--- src/rtl/axi_read_arbiter.sv ---
// Two-requester AXI read arbiter: one burst in flight, round-robin grant by default.
// Define AXI_ARB_DISPLAY_PRIORITY_EN to give requester 1 (display) fixed priority.
module axi_read_arbiter #(
  parameter int ADDR_WIDTH = 32,
  parameter int DATA_WIDTH = 32
) (
  input  logic                  clk,
  input  logic                  reset,
  input  logic [ADDR_WIDTH-1:0] req_araddr  [0:1],
  input  logic [7:0]            req_arlen   [0:1],
  input  logic                  req_arvalid [0:1],
  output logic                  req_arready [0:1],
  output logic [DATA_WIDTH-1:0] req_rdata   [0:1],
  output logic                  req_rvalid  [0:1],
  input  logic                  req_rready  [0:1],
  output logic [ADDR_WIDTH-1:0] m_araddr,
  output logic [7:0]            m_arlen,
  output logic                  m_arvalid,
  input  logic                  m_arready,
  input  logic [DATA_WIDTH-1:0] m_rdata,
  input  logic                  m_rvalid,
  input  logic                  m_rlast,
  output logic                  m_rready,
  output logic                  protocol_err
);

  typedef enum logic [1:0] {IDLE, ADDR, DATA} state_t;

  state_t                state, state_nxt;
  logic                  grant;
  logic                  sel;
  logic                  any_req;
  logic [ADDR_WIDTH-1:0] addr_q;
  logic [7:0]            len_q;
  logic [7:0]            beat_cnt;

  assign any_req  = req_arvalid[0] | req_arvalid[1];
  assign m_araddr = addr_q;
  assign m_arlen  = len_q;

  // grant doubles as the last-granted requester for the round-robin tie break
  always_comb begin
`ifdef AXI_ARB_DISPLAY_PRIORITY_EN
    sel = req_arvalid[1];
`else
    if (req_arvalid[0] && req_arvalid[1])
      sel = ~grant;
    else
      sel = req_arvalid[1];
`endif
  end

  always_comb begin
    state_nxt   = state;
    req_arready = '{default: 1'b0};
    req_rvalid  = '{default: 1'b0};
    req_rdata   = '{default: '0};
    m_arvalid   = 1'b0;
    m_rready    = 1'b0;
    case (state)
      IDLE: begin
        if (any_req && !reset) begin
          req_arready[sel] = 1'b1;
          state_nxt        = ADDR;
        end
      end
      ADDR: begin
        m_arvalid = 1'b1;
        if (m_arready)
          state_nxt = DATA;
      end
      DATA: begin
        req_rvalid[grant] = m_rvalid;
        req_rdata[grant]  = m_rdata;
        m_rready          = req_rready[grant];
        if (m_rvalid && req_rready[grant] && m_rlast)
          state_nxt = IDLE;
      end
      default: state_nxt = IDLE;
    endcase
  end

  always_ff @(posedge clk) begin
    if (reset) begin
      state        <= IDLE;
      grant        <= 1'b1;
      addr_q       <= '0;
      len_q        <= '0;
      beat_cnt     <= '0;
      protocol_err <= 1'b0;
    end else begin
      state <= state_nxt;
      case (state)
        IDLE: begin
          if (any_req) begin
            grant  <= sel;
            addr_q <= req_araddr[sel];
            len_q  <= req_arlen[sel];
          end
        end
        ADDR: begin
          if (m_arready)
            beat_cnt <= '0;
        end
        DATA: begin
          if (m_rvalid && m_rready) begin
            beat_cnt <= beat_cnt + 8'd1;
            // early rlast, or the final counted beat arriving without rlast
            if (m_rlast ? (beat_cnt != len_q) : (beat_cnt == len_q))
              protocol_err <= 1'b1;
          end
        end
        default: ;
      endcase
    end
  end

endmodule
--- config.mk ---
export PLATFORM = sky130hd
export DESIGN_NAME = axi_read_arbiter
export DESIGN_NICKNAME = d
export VERILOG_FILES = /design/src/rtl/axi_read_arbiter.sv
export SDC_FILE = /design/constraint.sdc
export NUM_CORES = 1
export LEC_CHECK = 0
export BUFFER_PORTS_ARGS = -buffer_cell sky130_fd_sc_hd__buf_4
export CORE_MARGIN = 3
export CORE_UTILIZATION = 40
export CTS_BUF_LIST = sky130_fd_sc_hd__clkbuf_16
export DETAILED_ROUTE_END_ITERATION = 12
export GPL_ROUTABILITY_DRIVEN = 1
export HOLD_SLACK_MARGIN = 0.05
export PLACE_DENSITY = 0.84
export SYNTH_ARGS = -nofsm -noshare
export SYNTH_HDL_FRONTEND = slang
export SYNTH_SLANG_ARGS = --single-unit
--- constraint.sdc ---
create_clock -name clk -period 4.1 [get_ports clk]
set_clock_uncertainty 0.2 [all_clocks]
set_input_delay 0.615 -clock clk [delete_from_list [all_inputs] [get_ports clk]]
set_output_delay 0.615 -clock clk [all_outputs]
set_load 0.02 [all_outputs]
After elaboration in Yosys (flattened, before gate mapping)

Index checks and enable logic that the tools add are counted.

Add/sub/neg operators: 1
Magnitude comparators: 4
Equal/unequal tests: 8
Mux-type cells: 30
Bitwise logic cells: 6
Reductions and logical operators: 14

Operators with widths:

| kind                                                                         | number |
|---|---|
| 32-bit 2-to-1 mux                                                            | 4 |
| 64-bit AND                                                                   | 1 |
| 64-bit 2-to-1 mux                                                            | 1 |
| 8-bit 2-to-1 mux                                                             | 5 |
| 32-bit demux with 1-bit select                                               | 1 |
| 8-bit case mux with 2 select lines                                           | 1 |
| 2-bit 2-to-1 mux                                                             | 6 |
| 1-bit 2-to-1 mux                                                             | 9 |
| 3-bit AND reduction                                                          | 3 |
| 8-bit by 1-bit adder with 8-bit output, second input constant                | 1 |
| 8-bit equality test                                                          | 1 |
| 2-bit != test, second input constant                                         | 4 |
| 8-bit != test                                                                | 1 |
| 1-bit logical AND                                                            | 7 |
| 2-bit case mux with 3 select lines                                           | 1 |
| 2-bit >= comparator, second input constant                                   | 2 |
| 2-bit by 1-bit less-than comparator with 1-bit output, second input constant | 2 |
| 1-bit inverter with 2-bit output                                             | 2 |
| 2-bit AND                                                                    | 1 |
| 1-bit demux with 1-bit select                                                | 2 |
| 2-bit by 1-bit equality test with 1-bit output, second input constant        | 1 |
| 2-bit equality test, second input constant                                   | 1 |
| 2-bit zero test                                                              | 1 |
| 2-bit AND reduction                                                          | 1 |
| other kinds (4)                                                              | 4 |

Register bits: 52
Input port bits: 121
Output and inout port bits: 111
Logic and storage cells: 69

Depth between registers and ports, before layout

Gate-level depths: netlist of the first run.

Depth in word-level cells: 9
Depth in mapped cells: 6
Gate-level depth less buffers: 4

Least setup slack after synthesis of the first run

OpenSTA, ideal clock, no wires.

Path kind: input port to output port
Start point: in req_arvalid[0] (netlist bit)
End point: out req_arready[1] (netlist bit)
Arrival: 1.528 ns
Data required time: 3.285 ns
Setup slack: 1.757 ns
Stages on the path: 4
Path buffers: 2
Cells stage by stage: a21boi_1 > buf_4 > buf_6 > nor3_1

RTL lines:

| item        | RTL line | source |
|---|---|---|
| from (decl) | 11       | `input logic req_arvalid [0:1],` |
| to (decl)   | 12       | `output logic req_arready [0:1],` |

==> results by stage, run 1 <==
Global routing:
- The initial antenna violation count is 0.
- The via count of the first global-routing pass is 3,145.
- Global routing used between 20% and 30% of the available tracks.
- The total global routing overflow is 0.
- The largest net degree at the start of global routing is 47.
- The first-pass GRT wire length is 15,300 um.

Floorplan:
- The floorplan step defined a core boundary enclosing 6940 um^2.
- The die is 91.8 um tall.
- Measured along the x axis, the die boundary spans 91.8 um.
- The initialized floorplan defines 30 standard-cell rows.
- The floorplan step defined a die boundary enclosing 8420 um^2.
- The count of boundary I/O pins is approximately 230.
- The initial utilization of the core area, before any placement, comes to a little over two fifths.

Logic synthesis:
- The cell area after synthesis is 2940 um^2.
- The Yosys step of the flow raised 0 warnings.
- After synthesis, the cell types taking the most area are sky130_fd_sc_hd__dfxtp_1, sky130_fd_sc_hd__mux2i_1, sky130_fd_sc_hd__a211oi_1.
- The mean area per synthesized cell is 8.68 um^2.
- The cell type with the largest total area after synthesis is sky130_fd_sc_hd__dfxtp_1.
- Yosys mapped a number of flops with a built-in enable equal to 0.
- The fraction of the yosys area taken by sequential cells is between 30% and 40%.
- The net count of the mapped netlist is 461.
- Sorting the synthesized cells by how often they occur yields sky130_fd_sc_hd__dfxtp_1, sky130_fd_sc_hd__nor2_1, sky130_fd_sc_hd__mux2i_1, sky130_fd_sc_hd__a211oi_1, sky130_fd_sc_hd__and3_1.
- Counting distinct cell types in the post-synthesis netlist gives 39.
- The number of instances in the synthesized netlist is 339.
- Yosys instantiated no cell more often than sky130_fd_sc_hd__dfxtp_1.
- After synthesis the netlist holds a flip-flop and latch count of 52.
- The proportion of synthesized flip-flops having asynchronous set or reset is 0%.
- Of the post-synthesis cell area, the dominant cell type holds 35.4%.
- The leading register cell type out of synthesis is sky130_fd_sc_hd__dfxtp_1.

Timing:
- After layout, the worst setup slack is 1000 ps.
- The final-layout setup total negative slack is 0 ps.
- The final hold violation count is 0.
- The time the final worst path needs with I/O delays and setup is between 3000 and 4000 ps.
- For this run, the top clock speed supported by timing is about 320 MHz.
- The final critical path takes up 75.6% of the cycle.
- The number of pins with negative max-slew slack in the final report is 0.
- The transition time at the pin with the least slew margin is 772 ps.
- The worst relative slew slack is 48.5%.
- Setup violations remaining at the end of the flow were counted as 0.
- Setup repair after global routing left no endpoint under its margin.

Power:
- The standby leakage power is around 2.4 nW.
- The areal power density over the cells is 323 nW/um^2.
- IR analysis of the VDD net gives a maximum drop of 0.187 mV.
- The share of power burned in combinational logic is 32.1%.
- The switching power share of the total is 30.3%.
- The internal power summed over all cells is 1.08 mW.
- In this run the power spent charging and discharging nets is 0.470 mW.
- The share of power burned in the clock network is 29.6%.
- The sequential cell fraction of total power is 38.3%.

Clocking:
- The clock sink count is 52.
- The CTS clock-pin slew for the worst setup and hold paths is 70 ps.
- The clock tree from TritonCTS is yes.
- The CTS root buffer is sky130_fd_sc_hd__clkbuf_16.
- Counting along the longest clock path gives a buffer depth of 2.
- The H-tree depth is 2.
- The number of gates resized after cts is 0.
- The number of clock buffers added by TritonCTS is 5.
- Post-CTS timing repair inserted 0 buffers for setup.
- The later-pin clock latency in the skew report is 290 ps.
- The number of hold buffers added after CTS was 0.

Hold path:
- The path class of the tightest hold or removal check is reg -> reg.

Worst setup path:
- Walking the worst path, the cells encountered are and2b_2 > and2b_1 > and2_1 > buf_4.
- The required time of the worst setup path is approximately 3300 ps.
- The cell type group with the largest total delay on the critical path is simple AND/OR/NAND/NOR gates.
- Data on the critical path arrives at its endpoint at 2290 ps.
- The kind of critical path is reg -> out.
- In this run the worst path has a maximum fanout of 38.
- The cell type of the slowest stage on the worst timing path is sky130_fd_sc_hd__and2b_1.
- The biggest cell delay along the critical path is 710 ps.
- STA classifies the critical path startpoint as a flip-flop.
- The number of buffer and inverter stages on the critical path is 1.
- The worst setup path is captured at an output port.

Placement:
- The half-perimeter wire length after placement is about 8000 um.
- Timing analysis after detailed placement gives a worst setup slack of approximately 1400 ps.
- The routability congestion estimate is 0.807.
- The instance area at placement is 4650 um^2.
- Port buffering added 231 buffers.
- The cell count after placement is 637.

Outcome:
- The run finished with clean final reports.

Finish:
- After routing the design area is approximately 4800 um^2.
- The area growth from synthesis to layout is 63.7%.
- The number of antenna diodes in the final layout is 0.
- The number of standard cells in the layout, taps in and fillers out is 645.
- The utilization after layout is about 70%.
- The post-layout net count is 670.
- The filler cells instantiated in the layout total between 500 and 600.
- Of the cells placed in the final design, the portion with a size suffix greater than 1 is 45.9%.

Drt:
- The detailed router finished its first iteration with 101 violations.
- Using the TritonRoute via totals, the vias-per-cell ratio works out to 5.05.
- The total detailed-routing wirelength is 9990 um.
- Detailed routing inserted a total of 3,255 vias.
- The DRC violation count after routing is 0.
- The routed length per placed instance is 15.5 um.
- The number of nets with antenna violations after routing is 0.
- The length of the first detailed-routing pass in iterations is 4.

Job:
- The reported max-cap violation count is 0.
-- per-stage QoR --
stage	total power [mW]	hold slack (ps)
floorplan	0.884	261
global route	1.64	319
CTS	1.57	301
finish	1.55	298
global placement	1.10	279
detailed placement	1.11	291
-- power groups by stage --
stage / Sequential [mW] / Combinational (mW) / Clock (mW)
5_1_grt: 0.602 / 0.542 / 0.496
3_3_place_gp: 0.604 / 0.493 / 0
2_1_floorplan: 0.664 / 0.220 / 0
4_1_cts: 0.596 / 0.504 / 0.470
3_5_place_dp: 0.606 / 0.503 / 0
6_report: 0.596 / 0.498 / 0.460
-- tightest hold or removal path, stage by stage, from the launching register on --
cell	delay (ps)
sky130_fd_sc_hd__dfxtp_1	310
sky130_fd_sc_hd__nor2_1	90
sky130_fd_sc_hd__a211oi_1	50
-- registers in the layout, summed over array words and instances, names as in the netlist --
name          cells
protocol_err      1
m_arlen           8
grant             1
beat_cnt          8
state             2
m_araddr         32
-- cells by family (layout without fill, tap and decap cells) --
family / count (synthesis) / in the layout / share of synthesized area, %
and+or+nand+nor: 139 / 139 / 25.7
AOI/OAI and AO/OA: 62 / 62 / 15.1
DFF: 52 / 52 / 35.4
muxes: 42 / 42 / 14.5
buffers and inverters: 34 / 244 / 6.29
xor gates and xnor gates: 9 / 9 / 2.68
adders and majority gates: 1 / 1 / 0.425
-- area by class of cell --
cell class,count,area [um^2],area share [%]
Clock inverter,3,38.8,0.805
Timing Repair Buffer,234,1760,36.5
Sequential cell,52,1040,21.6
Clock buffer,5,125,2.60
Tap cell,96,120,2.49
Inverter,2,7.51,0.156
Multi-Input combinational cell,253,1730,35.9
-- placed cells by master, fill, tap and decap left out, types with 2 or more instances in the layout --
cell type                   Yosys  layout
sky130_fd_sc_hd__nand2_1        4       4
sky130_fd_sc_hd__mux2i_1       41      41
sky130_fd_sc_hd__o31ai_1        2       2
sky130_fd_sc_hd__nor2_1        45      45
sky130_fd_sc_hd__a211oi_1      40      40
sky130_fd_sc_hd__buf_4          1     234
sky130_fd_sc_hd__and2_1        33      33
sky130_fd_sc_hd__or4_1          2       2
sky130_fd_sc_hd__dfxtp_1       52      52
sky130_fd_sc_hd__xnor2_1        8       8
sky130_fd_sc_hd__or3_2          2       2
sky130_fd_sc_hd__inv_1          2       3
sky130_fd_sc_hd__a21oi_1        9       9
sky130_fd_sc_hd__clkbuf_16      0       5
sky130_fd_sc_hd__o21ai_0        6       6
sky130_fd_sc_hd__and3_1        36      36
sky130_fd_sc_hd__or3_1          2       2
sky130_fd_sc_hd__nand4_1        2       2
sky130_fd_sc_hd__nand3_1        4       4
-- layer usage --
layer | part of all wire (%) | vias up | track usage (%)
li1 | - | 1619 | -
met1 | 35 | 1466 | 22.9
met2 | 53 | 149 | 42.8
met3 | 8.9 | 21 | 6.48
met4 | 2.9 | 0 | 7.30
met5 | 0 | - | 0
-- worst paths after layout --
check	startpoint	endpoint	slack, ps	depth (start not counted)
min	m_araddr[2]	m_araddr[2]	300	2
max	state[0]	req_rdata[51]	1000	4
max reg2reg	state[0]	m_araddr[21]	1820	5
min reg2reg	m_araddr[2]	m_araddr[2]	300	2
(Power assumes the default switching activity.)
==> run 2: changes to the inputs <==
--- a/config.mk
+++ b/config.mk
@@ -7,12 +7,12 @@
 export LEC_CHECK = 0
 export BUFFER_PORTS_ARGS = -buffer_cell sky130_fd_sc_hd__buf_4
 export CORE_MARGIN = 3
-export CORE_UTILIZATION = 40
+export CORE_UTILIZATION = 36
 export CTS_BUF_LIST = sky130_fd_sc_hd__clkbuf_16
 export DETAILED_ROUTE_END_ITERATION = 12
 export GPL_ROUTABILITY_DRIVEN = 1
 export HOLD_SLACK_MARGIN = 0.05
-export PLACE_DENSITY = 0.84
+export PLACE_DENSITY = 0.8
 export SYNTH_ARGS = -nofsm -noshare
 export SYNTH_HDL_FRONTEND = slang
 export SYNTH_SLANG_ARGS = --single-unit
==> constraint.sdc (replaced) <==
create_clock -name clk -period 2.55 [get_ports clk]
set_clock_uncertainty 0.2 [all_clocks]
set_input_delay 0.3825 -clock clk [delete_from_list [all_inputs] [get_ports clk]]
set_output_delay 0.3825 -clock clk [all_outputs]
set_load 0.02 [all_outputs]
==> run 2 against run 1 <==
Effect of this change: flip-flop and latch count did not move; critical path type unchanged; via count fell by 1.4%; global-route usage fell by 3.3 points; combinational power rose by 61%.
==> results by stage, run 2 (synthesis results as in run 1) <==
Outcome:
- The run finished with clean final reports.

Placement:
- The HPWL after detailed placement is 8140 um.
- The cell count after placement is 648.
- The routability congestion estimate is roughly 0.75.
- The setup slack after placement is about 600 ps.
- The number of buffers inserted by port buffering is 231.

Global routing:
- The via count of the first global-routing pass came to 2,939.
- Entering global routing, the biggest net connects 59 pins.
- The total global routing overflow is 0.
- The initial antenna violation count is 0.
- The first-pass GRT wire length is 13,900 um.
- The total global routing track utilization is a little under a fifth.

Power:
- The share of power burned in the clock network is between 20% and 30%.
- In this run the power density over the cells is 495 nW/um^2.
- The peak ir drop on the vdd network is 0.275 mV.
- The internal power summed over all cells is 1.65 mW.
- In this run the static leakage power is around 2.5 nW.
- For this design the total switching power over the nets is approximately 0.75 mW.
- The share of power burned in combinational logic is between 30% and 40%.
- Per report_power, the sequential group accounts for 40.2% of the total.
- The switching power share of the total is 31.1%.

Clocking:
- The CTS root buffer is sky130_fd_sc_hd__clkbuf_16.
- The CTS clock-pin slew for the worst setup and hold paths is 70 ps.
- The clock sink count is 52.
- The clock reaches the later pin of the worst-skew pair after 280 ps.
- In this run the number of H-tree levels came out at 2.
- The clock passes through at most 2 buffers.
- The number of hold buffers added after CTS was 0.
- Post-CTS repair changed the size of 0 cells.
- In this run, CTS created clock tree buffers numbering 5.
- TritonCTS built the clock tree.
- In this run the post-CTS setup repair buffer count came out at 0.

Hold path:
- For hold timing, the worst endpoint is protocol_err.
- In this run the worst hold path is classified as in -> reg.
- The worst hold path begins at m_rlast.
- The hold path depth is 4.

Drt:
- The DRC violation count after routing is 0.
- The detailed route wirelength on metal2 is 5510 um.
- For this block, the routed nets add up to between 9000 and 10,000 um of wire.
- For this run, the detailed router's first-pass iteration total came to 4.
- The detail route stage leaves a number of antenna-violating nets equal to 0.
- In the routed layout, each cell is associated on average with a via count of 4.89.
- After detailed routing, the wire length on met1 is 3400 um.
- The detailed-route via count is between 3,000 and 4,000.
- The length of routed met3 wiring is between 800 and 900 um.
- The first routing iteration left 85 violations.
- The routed length per placed instance is 15.0 um.
- After detailed routing, no signal wire sits above met4.

Floorplan:
- The count of boundary I/O pins is 232.
- The initial utilization of the core area, before any placement, comes to 37.5%.
- The area of the core is between 7000 and 8000 um^2.
- The placement row count is 32.
- The die covers 9290 um^2.
- From left edge to right edge, the die measures 96.4 um.
- In this run the vertical extent of the chip is 96.4 um.

Finish:
- The register with the most flip-flops in the layout has 32 of them.
- The library cells used most frequently in the layout, excluding fill and tap cells, are sky130_fd_sc_hd__buf_4, sky130_fd_sc_hd__dfxtp_1, sky130_fd_sc_hd__nor2_1.
- The fraction of final layout cells sized beyond drive strength 1 is 46.2%.
- Leaving out fill and tap cells, the most frequent cell in the layout is sky130_fd_sc_hd__buf_4.
- The repair_antennas step left the layout with diodes totalling 0.
- The number of standard cells in the layout, taps in and fillers out is between 600 and 700.
- The filler cells instantiated in the layout total 699.
- Compared with the post-synthesis result, the final layout area differs by 64.5%.
- The post-layout net count is 675.
- The utilization after layout is approximately three fifths.

Worst setup path:
- In this design, the critical path's most frequently occurring cell is sky130_fd_sc_hd__buf_4.
- Among all stages on the critical path, the largest delay is contributed by sky130_fd_sc_hd__dfxtp_1.
- The number of buffers and inverters on the critical path is 2.
- The cell depth of the worst flop-to-flop path is 4.
- At the worst endpoint, the arrival time is 1610 ps.
- On the critical path the largest part of the delay comes from flip-flops.
- The kind of critical path is reg -> out.
- The kind of launch point of the worst setup path is a flip-flop.
- The biggest cell delay along the critical path is roughly 560 ps.
- The signal on the critical path passes through and2b_1 > buf_4 > and2_1 > buf_4.
- The maximum fanout encountered on the critical timing path is 33.
- The worst register-to-register path has a setup slack of roughly 570 ps.
- The critical path endpoint category is an output port.
- The required time of the worst setup path is 1970 ps.
- The endpoint of the most critical register-to-register path is beat_cnt[5].
- The origin of the critical flop-to-flop path is grant.

Timing:
- The final hold violation count is 0.
- The number of pins with negative max-slew slack in the final report is 0.
- The time the final worst path needs with I/O delays and setup is 2190 ps.
- The worst path uses approximately 86% of the clock period.
- Setup repair after global routing left no endpoint under its margin.
- For the pin with the worst max-slew slack, the measured transition is 523 ps.
- The worst relative slew slack is 65.2%.
- The achievable clock frequency is ~460 MHz.
- In the post-route analysis, the smallest setup slack over all paths is 356 ps.
- The final-layout setup total negative slack is 0 ps.
- The worst-case hold slack is 218 ps.
- Setup violations remaining at the end of the flow were counted as 0.

Job:
- The reported max-cap violation count is 0.
run 2: changes by cell type in the layout (fill, tap and decap cells not counted), sizes merged:
cell      change
bufinv        -1
clkinvlp      +1
buf           +5
run 2: per-stage QoR:
step	power, mW	cell area, um^2
floorplan	1.42	2940
global placement	1.77	4700
detailed placement	1.79	4700
CTS	2.42	4840
global route	2.54	4840
finish	2.39	4840
run 2: cell type report:
cell class | instances | area (um^2) | share of cell area [%]
sequential | 52 | 1040 | 21.5
multi-input combinational | 253 | 1730 | 35.7
clock inverter | 3 | 15.0 | 0.310
clock buffer | 5 | 125 | 2.59
tap | 102 | 128 | 2.64
timing repair buffer | 239 | 1790 | 37.1
inverter | 2 | 7.51 | 0.155
run 2: power groups by stage:
stage | sequential, mW | clock, mW | combinational [mW]
2_1_floorplan | 1.07 | 0 | 0.354
3_3_place_gp | 0.975 | 0 | 0.797
3_5_place_dp | 0.981 | 0 | 0.813
4_1_cts | 0.963 | 0.647 | 0.814
5_1_grt | 0.974 | 0.691 | 0.872
6_report | 0.962 | 0.628 | 0.804
run 2: worst max path at each step:
stage / from / to / slack (ps) / cells after the start
6_report: grant / req_rdata[62] / 360 / 4
5_1_grt: grant / req_rdata[62] / 240 / 4
4_1_cts: grant / req_rdata[60] / 360 / 4
3_5_place_dp: grant / beat_cnt[5] / 600 / 4
3_3_place_gp: state[0] / req_rdata[63] / 680 / 5
2_1_floorplan: grant / req_arready[1] / 610 / 5
run 2: routing by layer:
metal	global-route usage, %	vias up
met5	0	-
li1	-	1632
met3	5.03	2
met2	39.2	139
met1	18.8	1436
met4	3.27	0
run 2: worst register-to-register path: cells and delay by family, from the launching register on:
kind               cells  cell delay [ps]
muxes                  1              270
DFF                    1              560
AOI/OAI and AO/OA      2              330
and+or+nand+nor        1              560
==> run 3: changes to the inputs <==
--- a/config.mk
+++ b/config.mk
@@ -5,10 +5,10 @@
 export SDC_FILE = /design/constraint.sdc
 export NUM_CORES = 1
 export LEC_CHECK = 0
+export ABC_AREA = 1
 export BUFFER_PORTS_ARGS = -buffer_cell sky130_fd_sc_hd__buf_4
 export CORE_MARGIN = 3
-export CORE_UTILIZATION = 36
-export CTS_BUF_LIST = sky130_fd_sc_hd__clkbuf_16
+export CORE_UTILIZATION = 35
 export DETAILED_ROUTE_END_ITERATION = 12
 export GPL_ROUTABILITY_DRIVEN = 1
 export HOLD_SLACK_MARGIN = 0.05
==> run 3 against run 2 <==
Effect of this change: critical path depth rose by 1; routed wire length rose by 3.9%; synthesized cell count is 30% higher; highest routed layer unchanged.
==> results by stage, run 3 <==
Logic synthesis:
- By area the synthesized netlist is led by sky130_fd_sc_hd__dfxtp_1, sky130_fd_sc_hd__nand2_1, sky130_fd_sc_hd__nor2_1.
- Of all cell types, the one taking the most synthesized area is sky130_fd_sc_hd__dfxtp_1.
- The number of different library cells used by synthesis comes to 28.
- The fraction of synthesized cell area taken by the top area cell type is 37.2%.
- In the synthesized netlist, the number of instances is 441.
- The proportion of synthesized flip-flops having asynchronous set or reset is 0%.
- The number of enable flip-flop cells after synthesis is 0.
- Counting flops and latches in the post-synthesis netlist gives 52.
- For this run, the register share of the synthesized area comes to 37.2%.
- In the synthesized netlist the dominant register cell turns out to be sky130_fd_sc_hd__dfxtp_1.
- The cell area after synthesis is 2800 um^2.
- The mean area per synthesized cell is 6.35 um^2.
- The number of warning messages in the yosys log is 0.
- Sorting the synthesized cells by how often they occur yields sky130_fd_sc_hd__nand2_1, sky130_fd_sc_hd__nor2_1, sky130_fd_sc_hd__inv_1, sky130_fd_sc_hd__dfxtp_1.
- Yosys instantiated no cell more often than sky130_fd_sc_hd__nand2_1.
- The net count of the mapped netlist is 563.

Timing:
- Counting I/O delays and the setup requirement, the final critical path takes ~2100 ps.
- In this run the tightest slew margin relative to its limit is 68.7%.
- Timing would allow up to approximately 480 MHz.
- The setup violation total in the final timing report is 0.
- The number of pins with negative max-slew slack in the final report is 0.
- For the pin with the worst max-slew slack, the measured transition is 469 ps.
- The post-route clock period utilization is 81.8%.
- The final-layout setup total negative slack is 0 ps.
- The final hold violation count is 0.
- Setup repair after global routing left no endpoint under its margin.

Worst setup path:
- Data arrives at the worst endpoint at ~1500 ps.
- The biggest cell delay along the critical path is 430 ps.
- The origin of the critical flop-to-flop path is state[0].
- The cell that appears most often on the critical path is sky130_fd_sc_hd__buf_4.
- The number of buffer and inverter stages on the critical path is 3.
- Of all nets on the critical path, the largest fanout is 33.
- The kind of launch point of the worst setup path is a flip-flop.
- Measured in cells, the most critical reg-to-reg path has a length of 6.
- The endpoint of the most critical register-to-register path is m_arlen[1].
- The required time of the worst setup path is 1970 ps.
- The kind of critical path is reg -> out.
- The cell type group with the largest total delay on the critical path is buffers and inverters.
- For flop-to-flop paths, the worst setup slack is 730 ps.
- The critical path goes through inv_1 > nand2_1 > buf_4 > nor2_1 > buf_4.
- The cell type of the slowest stage on the worst timing path is sky130_fd_sc_hd__dfxtp_1.
- The critical path endpoint category is an output port.

Clocking:
- Clock tree synthesis found a total of 52 sinks.
- TritonCTS created 5 clock buffers.
- The clock reaches the later pin of the worst-skew pair after 300 ps.
- The clock tree from TritonCTS is yes.
- The number of hold buffers added after cts is 0.
- The CTS root buffer is sky130_fd_sc_hd__clkbuf_8.
- The clock passes through at most 2 buffers.
- The number of gates resized after cts is 0.
- The H-tree depth is 2.
- The CTS clock-pin slew for the worst setup and hold paths is 90 ps.
- The number of setup buffers added after CTS is 0.

Global routing:
- Global routing used 20.7% of the available tracks across all layers.
- The first-pass GRT wire length is 15,000 um.
- The total global routing overflow is 0.
- The initial antenna violation count is 0.
- The via count of the first global-routing pass came to between 3,000 and 4,000.
- The largest net degree at the start of global routing is a little over 50.

Hold path:
- The sink of the worst hold path is protocol_err.
- The min-delay analysis places its worst path in the category in -> reg.
- The worst hold path was traced through 2 stages.
- In this run the most critical hold path is launched from reset.

Floorplan:
- The die is 95.4 um tall.
- For this configuration, the core starts out at a cell density of 37.4%.
- The floorplan step defined a die boundary enclosing 9110 um^2.
- The count of boundary I/O pins is 232.
- The chip width is 95.4 um.
- The placement row count is 31.
- The core region is between 7000 and 8000 um^2.

Drt:
- The DRC violation count after routing is 0.
- Across all layers, the routed design uses 3,597 vias.
- The length of the first detailed-routing pass in iterations is 5.
- In this run the remaining antenna-violating nets after routing total 0.
- The average via count per standard cell is between 4 and 5.
- The routed length per placed instance is 13.5 um.
- The initial detailed-routing violation count is 134.
- The total detailed-routing wirelength is 10,200 um.

Placement:
- The routability congestion estimate is 0.778.
- Once detailed placement completed, the half-perimeter wirelength came to 8080 um.
- The number of buffers inserted by port buffering is 231.
- The cell count after placement is approximately 750.
- The placed instances occupy a cell area of 4630 um^2.

Finish:
- In the layout the commonest cells are sky130_fd_sc_hd__buf_4, sky130_fd_sc_hd__nand2_1, sky130_fd_sc_hd__nor2_1.
- The number of standard cells in the layout, taps in and fillers out is 758.
- The post-layout net count is 782.
- Cells with a size suffix above 1 make up between 30 and 40% of the layout.
- The register with the most flip-flops in the layout has 32 of them.
- The finished cells cover 4730 um^2.
- The area growth from synthesis to layout is 69.0%.
- The antenna diode instance count is 0.
- The library cell used most frequently in the layout, excluding fill and tap cells, is sky130_fd_sc_hd__buf_4.

Power:
- The design draws 2.29 mW.
- For this design the static power due to leakage is approximately 2.5 nW.
- The worst-case IR drop observed on VDD is roughly 0.32 mV.
- In this run the power density over the cells is 485 nW/um^2.

Outcome:
- The flow ran to the end, and the final reports show no timing, DRC or antenna violations.

Job:
- Across the run, the number of max-cap violations was 0.
run 3: cell types whose count changed in the layout (fill, tap and decap cells not counted), sizes merged, moves of 4 or more:
cell / delta
a211oi: -39
mux2i: -41
nand2: +110
a31oi: +39
nor2: +39
xor2: +4
or3: -4
and3: -37
o21ai: +36
xnor2: -4
and2: -33
inv: +52
run 3: worst max-delay path by stage:
stage | end | depth (start not counted) | slack (ps) | startpoint
6_report | req_rdata[61] | 5 | 460 | grant
5_1_grt | req_rdata[60] | 5 | 350 | grant
4_1_cts | req_rdata[61] | 5 | 450 | grant
3_5_place_dp | m_arlen[1] | 7 | 660 | req_arvalid[0]
3_3_place_gp | m_araddr[15] | 7 | 710 | req_arvalid[0]
2_1_floorplan | req_arready[0] | 5 | 680 | req_arvalid[0]
run 3: report_power, final:
group / switching [mW] / internal [mW] / leakage [nW] / total (mW)
combinational: 0.434 / 0.360 / 2.05 / 0.794
clock: 0.255 / 0.282 / 0.0501 / 0.537
sequential: 0.0606 / 0.902 / 0.430 / 0.963
total: 0.750 / 1.54 / 2.53 / 2.29
run 3: worst reg2reg max path: stages (launching register included):
cell                      delay (ps)
sky130_fd_sc_hd__dfxtp_1         350
sky130_fd_sc_hd__nor2_1          170
sky130_fd_sc_hd__o21ai_2         100
sky130_fd_sc_hd__inv_2           360
sky130_fd_sc_hd__buf_12          270
sky130_fd_sc_hd__o21ai_0         130
sky130_fd_sc_hd__a31oi_1         170
run 3: layout make-up:
cell class / instances / area (um^2)
Inverter: 55 / 206
Sequential cell: 52 / 1040
Timing Repair Buffer: 238 / 1800
Fill cell: 677 / 2760
Clock buffer: 5 / 68.8
Multi-Input combinational cell: 308 / 1460
Tap cell: 99 / 124
Clock inverter: 1 / 30.0
run 3: per-stage QoR:
step	util [%]	hold WS, ps	setup slack [ps]
after global routing	63.2	95.2	355
after floorplan	-	252	678
after CTS	63.2	84.7	454
after detailed placement	61.9	253	658
after global placement	61.9	243	712
final	63.2	91.1	465
run 3: logic make-up after synthesis:
kind of cell | count (synthesis) | synth area share (%)
adders and majority gates | 1 | 0.447
buffers and inverters | 81 | 10.9
AOI/OAI and AO/OA | 92 | 19.3
DFF | 52 | 37.2
and+or+nand+nor | 206 | 29.4
xor gates and xnor gates | 9 | 2.82
run 3: routing by layer:
metal | global-route usage (%) | vias to the layer above | share of wire (%)
met1 | 20.4 | 1603 | 36
met3 | 5.84 | 11 | 9.9
met5 | 0 | - | 0
met4 | 5.21 | 0 | 1.2
met2 | 41.9 | 156 | 53
li1 | - | 1827 | -
